<file path="config.mk">
export PLATFORM = sky130hd
export DESIGN_NAME = fetch_unit
export DESIGN_NICKNAME = d
export VERILOG_FILES = /design/src/rtl/fetch_unit.sv
export SDC_FILE = /design/constraint.sdc
export NUM_CORES = 1
export LEC_CHECK = 0
export ABC_AREA = 1
export CAP_MARGIN = 0
export CORE_ASPECT_RATIO = 1.75
export CORE_MARGIN = 2
export CORE_UTILIZATION = 24
export DETAILED_ROUTE_END_ITERATION = 7
export GPL_TIMING_DRIVEN = 0
export PLACE_DENSITY = 0.58
export SYNTH_ARGS = -nofsm -noshare
export SYNTH_HDL_FRONTEND = slang
export SYNTH_SLANG_ARGS = --single-unit
</file>
<file path="constraint.sdc">
create_clock -name clk -period 3.1 [get_ports clk]
set_input_delay 0.31 -clock clk [delete_from_list [all_inputs] [get_ports clk]]
set_output_delay 0.31 -clock clk [all_outputs]
set_load 0.02 [all_outputs]
</file>
<file path="src/rtl/fetch_unit.sv">
// Instruction-fetch and PC-sequencing stage for the 16-bit single-cycle core.
// Fetches one instruction at a time from a variable-latency memory, holds it
// for the datapath until acknowledged, then picks the next PC (sequential,
// conditional PC-relative branch, conditional register branch) or halts.
module fetch_unit #(
  parameter logic [15:0] RESET_PC = 16'h0000
) (
  input  logic        clk,
  input  logic        rst,
  output logic        imem_req,
  output logic [15:0] imem_addr,
  input  logic        imem_rdy,
  input  logic [15:0] imem_data,
  output logic [15:0] instr,
  output logic        instr_valid,
  input  logic        instr_ack,
  input  logic [2:0]  flags,
  input  logic [15:0] br_reg_data,
  output logic [15:0] pc,
  output logic [15:0] pc_plus2,
  output logic        halted
);

  typedef enum logic [1:0] {
    BOOT   = 2'd0,
    FETCH  = 2'd1,
    ISSUE  = 2'd2,
    HALTED = 2'd3
  } state_t;

  localparam logic [3:0] OP_B   = 4'b1100;
  localparam logic [3:0] OP_BR  = 4'b1101;
  localparam logic [3:0] OP_HLT = 4'b1111;

  state_t      state_q, state_d;
  logic [15:0] pc_q, pc_d;
  logic [15:0] instr_q, instr_d;

  logic [3:0]  opcode;
  logic [2:0]  cond;
  logic        flag_z, flag_v, flag_n;
  logic        cond_true;
  logic [15:0] branch_offset;
  logic [15:0] b_target;
  logic [15:0] br_target;

  assign opcode        = instr_q[15:12];
  assign cond          = instr_q[11:9];
  assign flag_z        = flags[2];
  assign flag_v        = flags[1];
  assign flag_n        = flags[0];
  assign pc_plus2      = pc_q + 16'd2;
  assign branch_offset = {{6{instr_q[8]}}, instr_q[8:0], 1'b0};
  assign b_target      = pc_plus2 + branch_offset;
  assign br_target     = br_reg_data & 16'hFFFE;

  // Evaluate the branch condition field against the live flags.
  always_comb begin
    cond_true = 1'b0;
    case (cond)
      3'b000:  cond_true = ~flag_z;
      3'b001:  cond_true = flag_z;
      3'b010:  cond_true = ~flag_z & ~flag_n;
      3'b011:  cond_true = flag_n;
      3'b100:  cond_true = flag_z | (~flag_z & ~flag_n);
      3'b101:  cond_true = flag_n | flag_z;
      3'b110:  cond_true = flag_v;
      default: cond_true = 1'b1;
    endcase
  end

  // Next-state, next-PC and instruction-latch logic.
  always_comb begin
    state_d = state_q;
    pc_d    = pc_q;
    instr_d = instr_q;
    case (state_q)
      BOOT: begin
        state_d = FETCH;
      end
      FETCH: begin
        if (imem_rdy) begin
          instr_d = imem_data;
          state_d = ISSUE;
        end
      end
      ISSUE: begin
        if (instr_ack) begin
          state_d = FETCH;
          case (opcode)
            OP_HLT: begin
              state_d = HALTED;
            end
            OP_B: begin
              pc_d = cond_true ? b_target : pc_plus2;
            end
            OP_BR: begin
              pc_d = cond_true ? br_target : pc_plus2;
            end
            default: begin
              pc_d = pc_plus2;
            end
          endcase
        end
      end
      default: begin
        state_d = HALTED;
      end
    endcase
  end

  // State, PC and instruction registers with asynchronous reset.
  always_ff @(posedge clk or posedge rst) begin
    if (rst) begin
      state_q <= BOOT;
      pc_q    <= RESET_PC;
      instr_q <= 16'h0000;
    end else begin
      state_q <= state_d;
      pc_q    <= pc_d;
      instr_q <= instr_d;
    end
  end

  assign imem_req    = (state_q == FETCH);
  assign imem_addr   = pc_q;
  assign instr       = instr_q;
  assign instr_valid = (state_q == ISSUE);
  assign pc          = pc_q;
  assign halted      = (state_q == HALTED);

endmodule

</file>
# ---- After elaboration in Yosys (flattened, before gate mapping)
# Cells that the tools add are included.
dict set report totals {
  regBits 34
  inputBits 39
  elab_cells 38
}
dict set report op_classes {
  add_sub_neg 2
  eq_ne 14
  muxes 8
  bitwise_logic 6
  n_reduce_logical 5
}
# operator n
set ops {}
lappend ops {{16-bit case mux with 3 select lines} 1}
lappend ops {{16-bit two-way mux} 2}
lappend ops {{16-bit adder} 1}
lappend ops {{16-bit by 2-bit adder with 16-bit output (second input constant)} 1}
lappend ops {{4-bit equality test (second input constant)} 3}
lappend ops {{3-bit equality test (second input constant)} 3}
lappend ops {{1-bit case mux with 7 select lines} 1}
lappend ops {{3-bit by 2-bit equality test with 1-bit output (second input constant)} 2}
lappend ops {{2-bit two-way mux} 3}
lappend ops {{2-bit case mux with 3 select lines} 1}
lappend ops {{2-bit equality test (second input constant)} 2}
lappend ops {{2-bit by 1-bit inequality test with 1-bit output (second input constant)} 2}
lappend ops {{2-bit AND reduction} 2}
lappend ops {{3-bit by 1-bit equality test with 1-bit output (second input constant)} 1}
lappend ops {{3-bit zero test} 1}
lappend ops {{1-bit inverter} 3}
lappend ops {{3-bit AND reduction} 1}
lappend ops {{2-bit by 1-bit equality test with 1-bit output (second input constant)} 1}
lappend ops {{2-bit zero test} 1}
lappend ops {{1-bit bitwise OR} 2}
lappend ops {{1-bit AND} 1}

# ---- Longest topological paths before layout
dict set report depth {
  ltp_word 6
  ltp_mapped 19
  mapped_depth_nobuf 19
}

# ---- Worst setup path before layout
# No wires, ideal clock.
dict set report synth_timing {
  path_kind {register to register}
  startpoint {register pc_q[1], in the netlist imem_addr[1]}
  endpoint {register pc_q[15], in the netlist imem_addr[15]}
  setup_time_ns 0.077
  arrival_time_ns 2.715
  path_slack_ns 0.308
  path_stages_with_launch 19
  period_less_slack_ns 2.792
  path_cell_list {dfrtp_1 -> ha_1 -> nand3_2 -> inv_2 -> nand2_1 -> nor2_1 -> xnor2_1 -> clkinv_1 -> ha_1 -> nand2_1 -> nor2_1 -> inv_1 -> nor2_1 -> nand2_1 -> nand2_1 -> nand3_1 -> nand3_1 -> nand3_1 -> a21oi_1}
}
dict set report synth_via {
  elab_chain_cells 4
  word_cells_on_any_way 5
  classes_between {add/sub (2); mux (3)}
}
# element line_no
set synth_lines {}
lappend synth_lines {{start: declaration} 36} ;# logic [15:0] pc_q, pc_d;
lappend synth_lines {{start signal: assignment} 120} ;# pc_q <= pc_d;
lappend synth_lines {{16-bit by 2-bit adder with 16-bit output} 52} ;# assign pc_plus2 = pc_q + 16'd2;
lappend synth_lines {{named net pc_plus2[11]} 20} ;# output logic [15:0] pc_plus2,
lappend synth_lines {{16-bit adder} 54} ;# assign b_target = pc_plus2 + branch_offset;
lappend synth_lines {{16-bit two-way mux} 95} ;# pc_d = cond_true ? b_target : pc_plus2;
lappend synth_lines {{16-bit case mux with 3 select lines} 90} ;# case (opcode)
# The timed path passes the listed nets, and every way through them passes these cells.
# A chain may end at the register's enable or synchronous reset.

# ---- Final worst setup path
dict set report layout_timing {
  startpoint {register pc_q[1], in the netlist imem_addr[1]}
  endpoint {register pc_q[15], in the netlist imem_addr[15]}
}
dict set report layout_via {
  elab_chain_cells 4
  word_cells_on_any_way 5
  classes_between {add/sub (2); mux (3)}
}
# element line_no
set layout_lines {}
lappend layout_lines {{16-bit by 2-bit adder with 16-bit output *} 52}
lappend layout_lines {{16-bit adder} 54}
lappend layout_lines {{16-bit two-way mux} 95}
lappend layout_lines {{16-bit case mux with 3 select lines *} 90}
# Mark *: on every way between the ends. The rest lies on a longest branch, timed or not.

==> metrics.md <==
| Metric | Value |
|---|---|
| Worst slew pin tran | 0.776 ns |
| Leading area contributor after synthesis | dfrtp_1 |
| Area contributors post-synth | dfrtp_1, nand2_1, ha_1, a21oi_1, nor2_1 |
| FMAX | 355 MHz |
| Area after DPL | 4300 µm² |
| Final net count | 622 |
| Die Ht | 154 µm |
| Commonest cells in the netlist | nand2_1, nor2_1, inv_1 |
| Routed Antenna Nets | 0 |
| Hold crit path type | in -> async |
| Final Cycle Share | 90.8% |
| Num CTS Buffers | 5 |
| Ratio of cells with drive above 1 in the final layout | 13.1% |
| DR iter-0 viols | 120 |
| TNS Setup | 0 ns |
| Main synth FF type | dfrtp_1 |
| Req. time, crit path | 3.31 ns |
| RSZ-0062 raised after global routing | no |
| Status | completed |
| Met2 Use GR | 28.3% |
| Yosys cell types | 36 |
| Diodes inserted | 0 |
| Cells after synthesis | 455 |
| Worst Clk Skew | 0.00543 ns |
| Crit path DAT | 3.03 ns |
| Largest net degree at the start of global routing | 34 |
| Mapped cell area | 3070 µm² |
| IO Port Bufs | 101 |
| Maximum clock path buffer count | 2 |
| Syn_area_per_cell | 6.75 µm² |
| # clock sinks | 33 |
| First-pass GRT wire length | 16.6 mm |
| GR Util met3 | 3.01% |
| Gr ovfl total | 0 |
| Number of global-route vias before repair | 3431 |
| Initial Util | 24.6% |
| DP HPWL | 8.46 mm |
| Core area | 12500 µm² |
| Die Width | 89.5 µm |
| DR vias/cell | 4.55 |
| Final wirelength | 10.3 mm |
| Detailed-router iteration count before antenna repair | 4 |
| DRC | 0 |
| Min Hold Slack | 0.495 ns |
| Total power | 1.10 mW |
| Max-cap viol count | 0 |
| Drt wl/cell | 14.1 µm |
| Clk_lat worst skew | 0.29 ns |
| Final Cell Area | 4480 µm² |
| All-Layer GR Usage | 15.6% |
| CP Capture Type | flop |
| Area growth, synth to finish | 45.8% |
| Area share of the largest cell type after synthesis | 26.9% |
| Row Count | 54 |
| Sequential cell area fraction in the yosys report | 26.9% |
| Max-slew headroom | 48.2% |
| CTS tree | built |
| Root Driver | clkbuf_16 |
| Placer Congestion | 0.921 |
| Warnings, synthesis | 0 |
| Pins Over Slew Limit | 0 |
| Setup violators final | 0 |
| Ys async rst share | 100% |
| Crit-path max FO | 7 |
| DIE AREA | 13700 µm² |
| Period minus WS final | 2.81 ns |
| Post-synth EDFFs | 0 |
| Total number of vias | 3340 |
| Pwr Density | 246 nW/µm² |
| Initial antenna violation count | 0 |
| I/O Pins | 106 |
| Leak | 2.17 nW |
| Clock slew at reported path FFs | 0.06 ns |
| GR Util met1 | 16.8% |
| H-tree depth | 2 |
| Most frequent cell after synthesis | nand2_1 |
| Gr busiest metal | met2 |
| Critical Path Start Type | flop |
| Hold buffers post-CTS | 0 |
| Yosys reg bits | 33 |
| Final hold vios | 0 |
| Maximum VDD drop | 0.200 mV |
| Worst setup path class | reg -> reg |
## area by class of cell
cell class | instances | area [µm²]
clock buffers | 7 | 143
plain buffers | 27 | 186
clock inverters | 1 | 30.0
flip-flops and latches | 33 | 828
multi-input cells | 340 | 1850
fillers | 1329 | 8020
repair buffers | 101 | 1010
well taps | 168 | 210
inverters | 57 | 214
## report_power, final
group / switching [mW] / total [mW] / leakage [nW] / internal (mW)
logic: 0.0241 / 0.0697 / 1.68 / 0.0456
registers: 0 / 0.431 / 0.406 / 0.431
clock network: 0.201 / 0.603 / 0.0841 / 0.402
total: 0.225 / 1.10 / 2.17 / 0.878
## cell families after synthesis
group	after synthesis	synth area share [%]
AO/OA/AOI/OAI	72	12.8
XOR/XNOR	12	3.42
adder cells (fa/ha/maj)	18	7.58
buffers and inverters	84	13.0
flip-flops	33	26.9
multiplexers	11	4.04
other	1	0.122
AND/OR/NAND/NOR	224	32.1
## layer usage
metal  share of wire (%)  wire (µm)
met1                  38       3880
met2                  53       5460
met3                 6.0        619
met4                 3.7        382
met5                   0          0
## path summary, 6_finish.rpt
| path | depth (start not counted) | start | slack (ns) | endpoint |
|---|---|---|---|---|
| min in group clk | 1 | instr[2] | 0.54 | instr[2] |
| worst min register to register | 1 | instr[2] | 0.54 | instr[2] |
| max in group asynchronous | 2 | rst | 2.06 | imem_addr[2] |
| worst min-delay path | 2 | rst | 0.49 | instr[8] |
| worst max-delay path | 18 | imem_addr[1] | 0.29 | imem_addr[15] |
| worst max register to register | 18 | imem_addr[1] | 0.29 | imem_addr[15] |
## timing repair
action	CTS	global route
resized for setup	0	4
endpoints found under the setup margin	0	2
setup buffers	0	0
## registers in the layout (all words and copies together) (netlist names)
signal / flops
imem_addr: 15
state_q: 2
instr: 16
## cells in the final DEF (no fill, tap or decap), types with 3 or more instances in the layout
cell type        count
inv_2               13
o21ai_0             10
inv_1               44
buf_4               21
clkbuf_16            5
clkdlybuf4s50_1    101
nor2_4               3
a21oi_1             38
nor2_2               3
dfrtp_1             31
xor2_1               7
nand3_1             28
nand3_2              4
nand4_1              5
nor2_1              49
a22oi_1              3
ha_1                16
xnor2_1              5
buf_2                5
o21ai_1             11
nand2_2              6
a31oi_1              3
mux2_1               9
conb_1               3
nand2_1            120
## per-stage QoR
stage	worst slack (ns)	cells	util, %
after floorplan	0.308	457	-
after global placement	0.127	726	34.4
after CTS	0.0769	734	35.8
after detailed placement	0.0858	726	34.4
after global routing	0.00387	734	35.8
final	0.286	734	35.8
## critical path, cell delays in order (launching register included)
cell and delay [ns]:
dfrtp_2 0.44, ha_1 0.22, nand3_2 0.16, inv_2 0.11
nand2_1 0.08, nor2_1 0.12, xnor2_1 0.14, inv_2 0.08
ha_2 0.38, nand2_1 0.10, nor2_1 0.15, inv_1 0.06
nor2_1 0.09, nand2_1 0.05, nand2_1 0.15, nand3_1 0.10
nand3_1 0.09, nand3_1 0.07, a21oi_1 0.13
(Power assumes the default switching activity.)
